<file path="config.mk">
export PLATFORM = sky130hd
export DESIGN_NAME = gcd_coprocessor_flat
export DESIGN_NICKNAME = d
export VERILOG_FILES = /design/src/rtl/gcd_pkg.sv /design/src/rtl/gcd_if.sv /design/src/rtl/gcd_fifo.sv /design/src/rtl/gcd_coprocessor.sv /design/src/flat_wrapper.sv
export SDC_FILE = /design/constraint.sdc
export NUM_CORES = 1
export LEC_CHECK = 0
export CORE_ASPECT_RATIO = 0.6
export CORE_MARGIN = 2
export CORE_UTILIZATION = 35
export DETAILED_ROUTE_END_ITERATION = 10
export PLACE_DENSITY = 0.58
export SETUP_SLACK_MARGIN = 0.1
export SYNTH_ARGS = -nofsm -noshare
export SYNTH_HDL_FRONTEND = slang
export SYNTH_SLANG_ARGS = --single-unit
</file>
<file path="constraint.sdc">
create_clock -name clk -period 3.4 [get_ports clk]
set_input_delay 0.68 -clock clk [delete_from_list [all_inputs] [get_ports clk]]
set_output_delay 0.68 -clock clk [all_outputs]
set_load 0.005 [all_outputs]
</file>
<file path="src/rtl/gcd_pkg.sv">
// Shared definitions for the GCD coprocessor: default sizes and engine state encoding.
package gcd_pkg;
    localparam int W_DEF     = 16;
    localparam int DEPTH_DEF = 4;

    typedef enum logic [1:0] {
        IDLE = 2'd0,
        CALC = 2'd1,
        DONE = 2'd2
    } state_t;
endpackage

</file>
<file path="src/rtl/gcd_if.sv">
// Request/response val/rdy bundle between the host (master) and the GCD coprocessor (slave).
interface gcd_if #(parameter int W = 16);
    logic         operands_val;
    logic [W-1:0] operands_bits_A;
    logic [W-1:0] operands_bits_B;
    logic         operands_rdy;
    logic         result_val;
    logic [W-1:0] result_bits;
    logic         result_rdy;

    modport master (
        output operands_val, operands_bits_A, operands_bits_B, result_rdy,
        input  operands_rdy, result_val, result_bits
    );

    modport slave (
        input  operands_val, operands_bits_A, operands_bits_B, result_rdy,
        output operands_rdy, result_val, result_bits
    );
endinterface

</file>
<file path="src/rtl/gcd_fifo.sv">
// Synchronous FIFO with wrap-bit pointers; dout reads as zero while empty.
module gcd_fifo #(
    parameter int WIDTH = 32,
    parameter int DEPTH = 4
) (
    input  logic             clk,
    input  logic             reset,
    input  logic             i_push,
    input  logic [WIDTH-1:0] i_din,
    input  logic             i_pop,
    output logic             o_full,
    output logic             o_empty,
    output logic [WIDTH-1:0] o_dout
);
    localparam int AW = $clog2(DEPTH);

    logic [WIDTH-1:0] r_mem [DEPTH];
    logic [AW:0]      r_wr_ptr;
    logic [AW:0]      r_rd_ptr;
    logic             w_do_push;
    logic             w_do_pop;

    assign o_empty = (r_wr_ptr == r_rd_ptr);
    assign o_full  = (r_wr_ptr[AW] != r_rd_ptr[AW]) &&
                     (r_wr_ptr[AW-1:0] == r_rd_ptr[AW-1:0]);

    // A push into a full FIFO is legal when the same cycle pops the head.
    assign w_do_pop  = i_pop && !o_empty;
    assign w_do_push = i_push && (!o_full || w_do_pop);

    assign o_dout = o_empty ? '0 : r_mem[r_rd_ptr[AW-1:0]];

    always_ff @(posedge clk or posedge reset) begin
        if (reset) begin
            r_wr_ptr <= '0;
            r_rd_ptr <= '0;
        end else begin
            if (w_do_push) r_wr_ptr <= r_wr_ptr + 1'b1;
            if (w_do_pop)  r_rd_ptr <= r_rd_ptr + 1'b1;
        end
    end

    always_ff @(posedge clk) begin
        if (w_do_push) r_mem[r_wr_ptr[AW-1:0]] <= i_din;
    end
endmodule

</file>
<file path="src/rtl/gcd_coprocessor.sv">
// GCD coprocessor: request FIFO -> subtract/swap Euclid engine -> response FIFO.
//  state | meaning
//  IDLE  | waiting for a buffered operand pair
//  CALC  | one swap or subtract step per cycle until regB is zero
//  DONE  | regA holds the GCD; waiting for room in the response FIFO
module gcd_coprocessor
    import gcd_pkg::*;
#(
    parameter int W     = W_DEF,
    parameter int DEPTH = DEPTH_DEF
) (
    input  logic  clk,
    input  logic  reset,
    gcd_if.slave  io
);
    state_t         r_state;
    state_t         w_state_next;
    logic [W-1:0]   r_a;
    logic [W-1:0]   r_b;
    logic [W-1:0]   w_a_next;
    logic [W-1:0]   w_b_next;

    logic           w_req_push;
    logic           w_req_pop;
    logic           w_req_full;
    logic           w_req_empty;
    logic [2*W-1:0] w_req_dout;

    logic           w_resp_push;
    logic           w_resp_pop;
    logic           w_resp_full;
    logic           w_resp_empty;
    logic [W-1:0]   w_resp_dout;

    assign io.operands_rdy = !w_req_full;
    assign w_req_push      = io.operands_val && !w_req_full;
    assign io.result_val   = !w_resp_empty;
    assign io.result_bits  = w_resp_dout;
    assign w_resp_pop      = !w_resp_empty && io.result_rdy;

    gcd_fifo #(.WIDTH(2*W), .DEPTH(DEPTH)) u_req_fifo (
        .clk     (clk),
        .reset   (reset),
        .i_push  (w_req_push),
        .i_din   ({io.operands_bits_A, io.operands_bits_B}),
        .i_pop   (w_req_pop),
        .o_full  (w_req_full),
        .o_empty (w_req_empty),
        .o_dout  (w_req_dout)
    );

    gcd_fifo #(.WIDTH(W), .DEPTH(DEPTH)) u_resp_fifo (
        .clk     (clk),
        .reset   (reset),
        .i_push  (w_resp_push),
        .i_din   (r_a),
        .i_pop   (w_resp_pop),
        .o_full  (w_resp_full),
        .o_empty (w_resp_empty),
        .o_dout  (w_resp_dout)
    );

    always_ff @(posedge clk or posedge reset) begin
        if (reset) begin
            r_state <= IDLE;
            r_a     <= '0;
            r_b     <= '0;
        end else begin
            r_state <= w_state_next;
            r_a     <= w_a_next;
            r_b     <= w_b_next;
        end
    end

    always_comb begin
        w_state_next = r_state;
        w_a_next     = r_a;
        w_b_next     = r_b;
        w_req_pop    = 1'b0;
        w_resp_push  = 1'b0;
        case (r_state)
            IDLE: begin
                if (!w_req_empty) begin
                    w_req_pop    = 1'b1;
                    w_a_next     = w_req_dout[2*W-1:W];
                    w_b_next     = w_req_dout[W-1:0];
                    w_state_next = CALC;
                end
            end
            CALC: begin
                // Swapping first keeps regA >= regB, so the subtract cannot underflow.
                if (r_a < r_b) begin
                    w_a_next = r_b;
                    w_b_next = r_a;
                end else if (r_b != '0) begin
                    w_a_next = r_a - r_b;
                end else begin
                    w_state_next = DONE;
                end
            end
            DONE: begin
                if (!w_resp_full) begin
                    w_resp_push  = 1'b1;
                    w_state_next = IDLE;
                end
            end
            default: w_state_next = IDLE;
        endcase
    end
endmodule

</file>
<file path="src/flat_wrapper.sv">
// flat-port wrapper written by rule: the top's interface ports become plain ports
module gcd_coprocessor_flat import gcd_pkg::*;
#(
    parameter int W     = W_DEF,
    parameter int DEPTH = DEPTH_DEF
)
  (clk, reset, io_operands_val, io_operands_bits_A, io_operands_bits_B, io_result_rdy, io_operands_rdy, io_result_val, io_result_bits);
  gcd_if #(.W(W)) io_i ();
  input  logic clk;
  input  logic reset;
  input wire logic [$bits(io_i.operands_val)-1:0] io_operands_val;
  input wire logic [$bits(io_i.operands_bits_A)-1:0] io_operands_bits_A;
  input wire logic [$bits(io_i.operands_bits_B)-1:0] io_operands_bits_B;
  input wire logic [$bits(io_i.result_rdy)-1:0] io_result_rdy;
  output wire logic [$bits(io_i.operands_rdy)-1:0] io_operands_rdy;
  output wire logic [$bits(io_i.result_val)-1:0] io_result_val;
  output wire logic [$bits(io_i.result_bits)-1:0] io_result_bits;
  assign io_i.operands_val = io_operands_val;
  assign io_i.operands_bits_A = io_operands_bits_A;
  assign io_i.operands_bits_B = io_operands_bits_B;
  assign io_i.result_rdy = io_result_rdy;
  assign io_operands_rdy = io_i.operands_rdy;
  assign io_result_val = io_i.result_val;
  assign io_result_bits = io_i.result_bits;
  gcd_coprocessor #(.W(W), .DEPTH(DEPTH)) u_core (.clk(clk), .reset(reset), .io(io_i));
endmodule
</file>
==> results.md, run 1 <==
* Status: finished clean
* Routed WL at 23000 um
* RSZ-0062 raised after global routing: false
* Vias in the first global route at 6105
* Hold-fix buffers, CTS at 0
* Antenna Nets Post-Route at 0
* Grt total ovfl at 0
* Max VDD drop at 0.000480 V
* Post-synth top flop: edfxtp_1
* Final Hold Fails at 0
* Synth warnings at 0
* Area grow syn2layout at 17.9%
* Fraction of registers with async set/reset at 19.3%
* Adder-cell area share of the yosys netlist at 3.33%
* Simple-gate share of the synthesized area at 6.89%
* Hold crit path type: reg2reg
* Register area share after synthesis at 66.6%
* Worst setup EP type: output port
* Clock Path Buffers at 3
* Largest family of logic cells by synthesized area: multiplexers
* Setup TNS at 0 ns
* Fmax achieved at 0.319 GHz
* N_diodes at 0
* Worst EP arrival at 2.45 ns
* Critical Path Source Type: flip-flop
* Post-DP HPWL at 15700 um
* Crit Path Max Fanout at 10
* Post_cts resized at 1
* CTS tree: built
* Core Rows at 48
* Initial antenna violation count at 0
* Final Cycle Share at 92.1%
* Clk Latency, worst-skew pair at 0.52 ns
* Pin count of the biggest net entering global routing at 35
* Max cap viols at 0
* Xor/xnor share of the synthesized area at 2.02%
* Critical path class: reg2out
* Final number of setup-violating endpoints at 0
* Clk_skew at 0.0102 ns
* Number of synthesized flops with an enable pin at 192
* CTS H-tree depth at 1
* Min cycle time layout at 3.13 ns
* Compound-gate portion of the synthesized area at 6.22%
* IO Pins at 54
* CP Cell Sequence: xor2_1 > nor3_4 > buf_4 > nor2b_1 > clkdlybuf4s50_1
* Post-Syn Nets at 724
* Inserted Clock Buffers at 23
* Die ar. at 0.0311 mm2
* Slew Limit Headroom at 37.5%
* Worst hold start: u_core.u_resp_fifo.r_wr_ptr[2]
* Reg2reg start: u_core.r_a[13]
* Leak Pwr at 4.33 nW
* Required @ worst endpoint at 2.72 ns
* GRT Total Usage at 15.4%
* Syn_area_per_cell at 15.7 um2
* # DRC at 0
* DIE HEIGHT at 137 um
* CORE AREA at 0.0289 mm2
* Final #Nets at 795
* Total power at 12.0 mW
* Setup bufs post-CTS at 0
* Worst-path clk slew at 0.06 ns
* CTS Sinks at 238
* RePlAce Congestion at 0.821
* Port Buffers at 53
* Netlist Area Pre-Place at 0.0104 mm2
* Syn Inst Count at 661
* Hold slack at 0.493 ns
* Initial DRC Count at 327
* Cell Pwr Density at 977 mW/mm2
* Vias per inst at 5.12
* Commonest non-fill, non-tap cell in the layout: edfxtp_1
* CP startpoint: u_core.u_resp_fifo.r_rd_ptr[2]
* Slew Viols, Final at 0
* Drt first pass iters at 4
* DR WL/cell at 20.0 um
* Worst path slowest cell: clkdlybuf4s50_1
* Most frequent cells in the layout: edfxtp_1, nand2_1, clkdlybuf4s50_1
* Synth cell types at 57
* Initial Util at 35.9%
* Largest incremental delay on the critical path at 0.56 ns
* Share of layout cells above drive strength 1 at 16.4%
* Horiz. Die Dim at 226 um
* # fillers at 2633
* Global-route wire length before repair at 36000 um
* Root buf cell: clkbuf_16
* Mux cell area share after synthesis at 12.6%
* Worst slew pin tran at 0.930 ns
* Yosys reg bits at 238
* Vias at 5874
==> sequential cells by signal (all words and copies together), names as in the netlist <==
signal / cells
u_core.u_resp_fifo.r_rd_ptr: 3
u_core.u_req_fifo.r_wr_ptr: 3
u_core.u_resp_fifo.r_mem: 64
u_core.r_state: 2
u_core.u_req_fifo.r_mem: 128
u_core.u_req_fifo.r_rd_ptr: 3
u_core.r_b: 16
u_core.r_a: 16
u_core.u_resp_fifo.r_wr_ptr: 3
==> logic make-up (layout without fill, tap and decap cells) <==
family                   after synthesis  after routing
multiplexers                          70             70
AND/OR/NAND/NOR                      148            148
buffers and inverters                 57            144
AO/OA/AOI/OAI                         97             97
adder cells (fa/ha/maj)               27             27
flip-flops                           238            238
XOR/XNOR                              24             24
==> routing by layer <==
metal | track usage (%) | wire length, um | vias to the layer above
li1 | - | - | 2674
met1 | 23.0 | 11400 | 3035
met2 | 23.8 | 10300 | 136
met3 | 2.69 | 994 | 29
met4 | 3.22 | 347 | 0
met5 | 0 | 0 | -
==> worst paths after layout <==
kind / end / slack (ns) / cells after the start
worst max register to register: u_core.r_a[7] / 0.57 / 9
min in group asynchronous: u_core.u_req_fifo.r_wr_ptr[0] / 0.56 / 2
worst min-delay path: u_core.u_resp_fifo.r_wr_ptr[2] / 0.49 / 1
worst min register to register: u_core.u_resp_fifo.r_wr_ptr[2] / 0.49 / 1
max in group asynchronous: u_core.r_a[10] / 2.23 / 3
worst max-delay path: io_result_bits[9] / 0.27 / 5
==> cell type report <==
cell class	count	area [um2]	share of cell area [%]
Timing Repair Buffer	75	708	5.78
Clock buffer	29	608	4.97
Clock inverter	12	166	1.36
Multi-Input combinational cell	366	3240	26.4
Sequential cell	238	6920	56.5
Tap cell	400	500	4.09
Inverter	28	105	0.859
==> critical path: cells and delay by family (launching register included) <==
family	cells	cell delay, ns
xor+xnor	1	0.37
buf+inv	2	0.77
flops	1	0.41
simple gates	2	0.40
==> cells in the mapped netlist, types with 2 or more instances <==
library cell,number,area (um2)
mux2i_1,19,190
mux4_2,48,1080
inv_1,28,105
nor2_1,26,97.6
ha_1,26,325
nand3_1,8,40.0
dfrtp_1,46,1150
o31ai_1,4,30.0
mux2_2,3,33.8
edfxtp_1,192,5770
o311ai_1,2,17.5
nor3_1,6,30.0
o21ai_0,8,40.0
o211ai_1,4,30.0
xnor2_1,9,78.8
a21oi_1,25,125
a21o_1,3,22.5
or3_1,3,18.8
o22a_1,3,26.3
clkbuf_1,12,45.0
buf_2,13,65.1
and2_1,5,31.3
a21oi_2,3,26.3
nor2b_1,19,119
a31oi_1,9,56.3
nand2_1,59,221
o21ai_1,19,95.1
xor2_1,15,131
and3_1,6,37.5
nor4_1,4,25.0
buf_4,3,22.5
nand2b_1,4,25.0
o22ai_1,3,18.8
==> power breakdown <==
part | switching, mW | internal (mW)
registers | 0.429 | 3.87
logic | 2.79 | 2.23
clock network | 1.07 | 1.58
==> stage by stage <==
stage	cell area [um2]	instances	utilization [%]	worst slack (ns)
2_1_floorplan	10400	661	-	0.900
3_3_place_gp	11500	1107	39.6	0.679
3_5_place_dp	11500	1107	39.6	0.617
4_1_cts	12200	1148	42.3	0.213
5_1_grt	12200	1148	42.3	0.133
6_report	12200	1148	42.3	0.269
(Power assumes the default switching activity.)
==> inputs of run 2 (changes only) <==
--- a/config.mk
+++ b/config.mk
@@ -6,11 +6,12 @@
 export NUM_CORES = 1
 export LEC_CHECK = 0
 export CORE_ASPECT_RATIO = 0.6
-export CORE_MARGIN = 2
+export CORE_MARGIN = 3
 export CORE_UTILIZATION = 35
 export DETAILED_ROUTE_END_ITERATION = 10
 export PLACE_DENSITY = 0.58
 export SETUP_SLACK_MARGIN = 0.1
+export SLEW_MARGIN = 40
 export SYNTH_ARGS = -nofsm -noshare
 export SYNTH_HDL_FRONTEND = slang
 export SYNTH_SLANG_ARGS = --single-unit
==> run 2 against run 1 <==
Critical path depth increased by 1. Clock skew rose by 0.0025 ns. Maximum frequency increased by 1.8%. Cell count down 0.17%. Global-route usage fell by 1.3 points. Utilization down 0.14 points. Sequential power is essentially flat. Sequential share of layout area rose by 0.19 points. Register-to-register slack improved by 0.05 ns. Critical path type unchanged. Critical endpoint is now io_result_bits[10].
==> results.md, run 2 (synthesis gave the netlist of run 1 again) <==
* RSZ-0062 raised after global routing: false (unchanged)
* GRT Total Usage at 14.1% (was 15.4%)
* Port Buffers at 53 (unchanged)
* Critical Path Source Type: flip-flop (unchanged)
* Fmax achieved at 0.325 GHz (was 0.319 GHz)
* Final Cycle Share at 90.4% (was 92.1%)
* Post-DP HPWL at 15200 um (was 15700 um)
* Hold slack at 0.487 ns (was 0.493 ns)
* Cell Pwr Density at 966 mW/mm2 (was 977 mW/mm2)
* Vias at 5737 (was 5874)
* Routed WL at 22200 um (was 23000 um)
* Vias in the first global route at 5957 (was 6105)
* Initial DRC Count at 411 (was 327)
* RePlAce Congestion at 0.855 (was 0.821)
* Worst slew pin tran at 0.696 ns (was 0.930 ns)
* Global-route wire length before repair at 35000 um (was 36000 um)
* Final #Nets at 793 (was 795)
* Non-filler cells, final at 1146 (was 1148)
* Inserted Clock Buffers at 23 (unchanged)
* Drt first pass iters at 5 (was 4)
* Critical path class: reg2out (unchanged)
* Final Hold Fails at 0 (unchanged)
* Worst setup EP type: output port (unchanged)
* Pin count of the biggest net entering global routing at 35 (unchanged)
* CTS Sinks at 238 (unchanged)
* Area of the multi-input gates at 0.00324 mm2 (about the same)
* CTS tree: built (unchanged)
* Hold-fix buffers, CTS at 0 (unchanged)
* Initial antenna violation count at 1 (was 0)
* Status: finished clean (unchanged)
* Share of layout cells above drive strength 1 at 16.5% (was 16.4%)
* Antenna Nets Post-Route at 0 (unchanged)
* R2r worst-path depth at 11 (was 9)
* Register area at 0.00692 mm2 (unchanged)
* Core Rows at 48 (unchanged)
* Hold crit path type: reg2reg (unchanged)
* Grt total ovfl at 0 (unchanged)
* Setup TNS at 0 ns (unchanged)
* Cell Count Post-Placement at 1104 (was 1107)
* Slew Limit Headroom at 53.6% (was 37.5%)
* Reg2reg setup slack at 0.62 ns (was 0.57 ns)
* Required @ worst endpoint at 2.72 ns (about the same)
* CORE AREA at 0.0289 mm2 (unchanged)
* N_diodes at 0 (unchanged)
* Min cycle time layout at 3.08 ns (was 3.13 ns)
* Clock Path Buffers at 3 (unchanged)
* CTS H-tree depth at 1 (unchanged)
* Hold Path Depth at 1 (unchanged)
* Area grow syn2layout at 17.5% (was 17.9%)
* Final number of setup-violating endpoints at 0 (unchanged)
* Root buf cell: clkbuf_16 (unchanged)
* Commonest non-fill, non-tap cell in the layout: edfxtp_1 (unchanged)
* Worst-path clk slew at 0.06 ns (about the same)
* Crit Path Max Fanout at 12 (was 10)
* IO Pins at 54 (unchanged)
* Setup bufs post-CTS at 0 (unchanged)
* Most frequent cells in the layout: edfxtp_1, nand2_1, clkdlybuf4s50_1 (unchanged)
* DR WL/cell at 19.3 um (was 20.0 um)
* Leak Pwr at 4.31 nW (was 4.33 nW)
* Initial Util at 35.9% (unchanged)
* Max cap viols at 0 (unchanged)
* DIE HEIGHT at 139 um (was 137 um)
* Clk Latency, worst-skew pair at 0.52 ns (about the same)
* # fillers at 2631 (was 2633)
* Clk_skew at 0.0126 ns (was 0.0102 ns)
* Vias per inst at 5.01 (was 5.12)
* Worst EP arrival at 2.40 ns (was 2.45 ns)
* Max FFs per register at 128 (unchanged)
* # DRC at 0 (unchanged)
* Die ar. at 0.0318 mm2 (was 0.0311 mm2)
* Slew Viols, Final at 0 (unchanged)
* Max VDD drop at 0.000380 V (was 0.000480 V)
* Horiz. Die Dim at 228 um (was 226 um)
## run 2: where the power goes
group	total, mW	internal (mW)	switching, mW
clock	2.57	1.51	1.05
combinational	4.93	2.22	2.72
sequential	4.28	3.87	0.411
## run 2: final cells by class
cell class	count	area share, %
multi-input combinational	366	26.6
clock buffer	30	5.10
tap	400	4.10
clock inverter	11	1.05
sequential	238	56.7
timing repair buffer	73	5.64
inverter	28	0.861
## run 2: worst paths after layout
path | start | end
setup / recovery | u_core.u_resp_fifo.r_rd_ptr[0] | io_result_bits[10]
hold / removal | u_core.u_resp_fifo.r_wr_ptr[2] | u_core.u_resp_fifo.r_wr_ptr[2]
setup reg to reg | u_core.r_a[0] | u_core.r_b[8]
hold reg to reg | u_core.u_resp_fifo.r_wr_ptr[2] | u_core.u_resp_fifo.r_wr_ptr[2]
max in group asynchronous | reset | u_core.r_b[13]
min in group asynchronous | reset | u_core.u_req_fifo.r_rd_ptr[0]
## run 2: metal layers
layer	vias to the layer above	global-route usage, %	wire length, um
met3	23	2.95	1250
met2	135	21.5	9790
met5	-	0	0
met4	0	2.16	286
met1	2912	21.3	10800
li1	2667	-	-
## run 2: critical path: stages (launching register included)
cell and delay [ns]:
dfrtp_1 0.35, buf_4 0.20, xor2_1 0.30, nor3_4 0.12, buf_4 0.20, nor2b_1 0.17, clkdlybuf4s50_1 0.54
## run 2: timing repair
item	CTS	global route
endpoints found under the hold margin	0	0
setup endpoints to repair	0	12
resized for setup	0	1
## run 2: metrics by stage
stage / cell area (um2) / util (%) / setup WS (ns) / total power, mW
4_1_cts: 12200 / 42.1 / 0.146 / 11.9
2_1_floorplan: 10400 / - / 0.900 / 7.75
3_5_place_dp: 11400 / 39.5 / 0.524 / 9.26
6_report: 12200 / 42.2 / 0.325 / 11.8
5_1_grt: 12200 / 42.2 / 0.109 / 12.6
3_3_place_gp: 11400 / 39.5 / 0.560 / 9.18
==> inputs of run 3 (changes only) <==
--- a/config.mk
+++ b/config.mk
@@ -6,7 +6,7 @@
 export NUM_CORES = 1
 export LEC_CHECK = 0
 export CORE_ASPECT_RATIO = 0.6
-export CORE_MARGIN = 3
+export CORE_MARGIN = 2
 export CORE_UTILIZATION = 35
 export DETAILED_ROUTE_END_ITERATION = 10
 export PLACE_DENSITY = 0.58
==> run 3 against run 2 <==
First-iteration DRC count fell by 17%. Non-clock buffer count up 2. Routed wire length is 3.5% higher. Final area grew 0.37%. Total power grew 1.5%. Clock power rose by 3%. Clock skew is 0.0043 ns lower. Critical path type unchanged.
==> results.md, run 3 (synthesis gave the netlist of run 1 again) <==
* GRT Total Usage at 15.4% (was 14.1%)
* Routed WL at 22900 um (was 22200 um)
* Critical path class: reg2out (unchanged)
* Clk_skew at 0.00836 ns (was 0.0126 ns)
* Setup TNS at 0 ns (unchanged)
* Vias in the first global route at 6105 (was 5957)
* Register area at 0.00692 mm2 (unchanged)
* Max VDD drop at 0.000481 V (was 0.000380 V)
* Hold crit path type: reg2reg (unchanged)
* Final #Nets at 795 (was 793)
* # fillers at 2632 (was 2631)
* Clk Latency, worst-skew pair at 0.52 ns (about the same)
* RSZ-0062 raised after global routing: false (unchanged)
* IO Pins at 54 (unchanged)
* Final number of setup-violating endpoints at 0 (unchanged)
* Post_cts resized at 1 (was 0)
* Status: finished clean (unchanged)
* Max cap viols at 0 (unchanged)
* Worst path slowest cell: clkdlybuf4s50_1 (unchanged)
* Worst-path clk slew at 0.06 ns (about the same)
* Root buf cell: clkbuf_16 (unchanged)
* Die ar. at 0.0311 mm2 (was 0.0318 mm2)
* DR WL/cell at 20.0 um (was 19.3 um)
* Total power at 12.0 mW (was 11.8 mW)
* Hold slack at 0.488 ns (was 0.487 ns)
* Clock Path Buffers at 3 (unchanged)
* Final Hold Fails at 0 (unchanged)
* Crit Path Max Fanout at 10 (was 12)
* Leak Pwr at 4.33 nW (was 4.31 nW)
* Max FFs per register at 128 (unchanged)
* Worst EP arrival at 2.45 ns (was 2.40 ns)
* Inserted Clock Buffers at 23 (unchanged)
* Slew Limit Headroom at 49.3% (was 53.6%)
* Area grow syn2layout at 18.0% (was 17.5%)
* Worst Path Buf+Inv at 2 (was 3)
* Setup bufs post-CTS at 0 (unchanged)
* CORE AREA at 0.0289 mm2 (unchanged)
* RePlAce Congestion at 0.821 (was 0.855)
* Horiz. Die Dim at 226 um (was 228 um)
* Area of the multi-input gates at 0.00324 mm2 (unchanged)
* Reg2reg setup slack at 0.56 ns (was 0.62 ns)
* Required @ worst endpoint at 2.72 ns (about the same)
* Hold-fix buffers, CTS at 0 (unchanged)
* Antenna Nets Post-Route at 0 (unchanged)
* DIE HEIGHT at 137 um (was 139 um)
* Worst setup EP type: output port (unchanged)
* Cell Pwr Density at 976 mW/mm2 (was 966 mW/mm2)
* Vias per inst at 5.09 (was 5.01)
* Post-DP HPWL at 15700 um (was 15200 um)
* Worst slew pin tran at 0.756 ns (was 0.696 ns)
* Core Rows at 48 (unchanged)
* Commonest non-fill, non-tap cell in the layout: edfxtp_1 (unchanged)
* Drt first pass iters at 5 (unchanged)
* Min cycle time layout at 3.13 ns (was 3.08 ns)
* CP Cell Sequence: xor2_1 > nor3_4 > buf_4 > nor2b_1 > clkdlybuf4s50_1 (was buf_4 > xor2_1 > nor3_4 > buf_4 > nor2b_1 > clkdlybuf4s50_1)
* Fmax achieved at 0.320 GHz (was 0.325 GHz)
* CTS H-tree depth at 1 (unchanged)
* Non-filler cells, final at 1148 (was 1146)
* Initial DRC Count at 343 (was 411)
* Port Buffers at 53 (unchanged)
* Most frequent cells in the layout: edfxtp_1, nand2_1, clkdlybuf4s50_1 (unchanged)
* CTS tree: built (unchanged)
* Global-route wire length before repair at 36000 um (was 35000 um)
* CP delay by family, top: buffers and inverters (unchanged)
* Critical Path Source Type: flip-flop (unchanged)
* Pin count of the biggest net entering global routing at 35 (unchanged)
* Cell Count Post-Placement at 1107 (was 1104)
* Largest incremental delay on the critical path at 0.56 ns (was 0.54 ns)
* CTS Sinks at 238 (unchanged)
* N_diodes at 0 (unchanged)
* Initial antenna violation count at 0 (was 1)
* # DRC at 0 (unchanged)
* Share of layout cells above drive strength 1 at 16.6% (was 16.5%)
* Final Cycle Share at 92.0% (was 90.4%)
* Grt total ovfl at 0 (unchanged)
* Initial Util at 35.9% (unchanged)
* Vias at 5845 (was 5737)
* Slew Viols, Final at 0 (unchanged)
run 3: through the flow:
step	worst slack [ns]	cell area (um2)	util [%]
after floorplan	0.900	10400	-
after global placement	0.679	11500	39.6
after detailed placement	0.617	11500	39.6
after CTS	0.213	12200	42.3
after global routing	0.133	12200	42.3
final	0.270	12200	42.3
run 3: where the power goes:
part	internal [mW]	switching (mW)	leakage, nW
sequential	3.87	0.429	2.31
clock	1.58	1.07	0.380
combinational	2.23	2.78	1.64
run 3: path summary, 6_finish.rpt:
check	from	to	cells past startpoint
min reg2reg	u_core.u_resp_fifo.r_wr_ptr[2]	u_core.u_resp_fifo.r_wr_ptr[2]	1
min	u_core.u_resp_fifo.r_wr_ptr[2]	u_core.u_resp_fifo.r_wr_ptr[2]	1
max reg2reg	u_core.r_a[13]	u_core.r_a[7]	9
min in group asynchronous	reset	u_core.u_req_fifo.r_wr_ptr[2]	2
max in group asynchronous	reset	u_core.r_a[10]	3
max	u_core.u_resp_fifo.r_rd_ptr[2]	io_result_bits[9]	5
run 3: routing by layer:
metal  part of all wire [%]  routed length, um  vias up  track usage (%)
met5                      0                  0        -                0
met4                    1.6                359        0             3.22
met3                    4.3                991       30             2.69
met2                     45              10200      128             23.8
met1                     50              11400     3010             23.0
li1                       -                  -     2677                -
run 3: final cells by class:
cell class              count  area share (%)
clock buffers              29            4.97
inverters                  28           0.858
clock inverters            12            1.36
repair buffers             75            5.78
well taps                 400            4.09
multi-input cells         366            26.5
flip-flops and latches    238            56.5
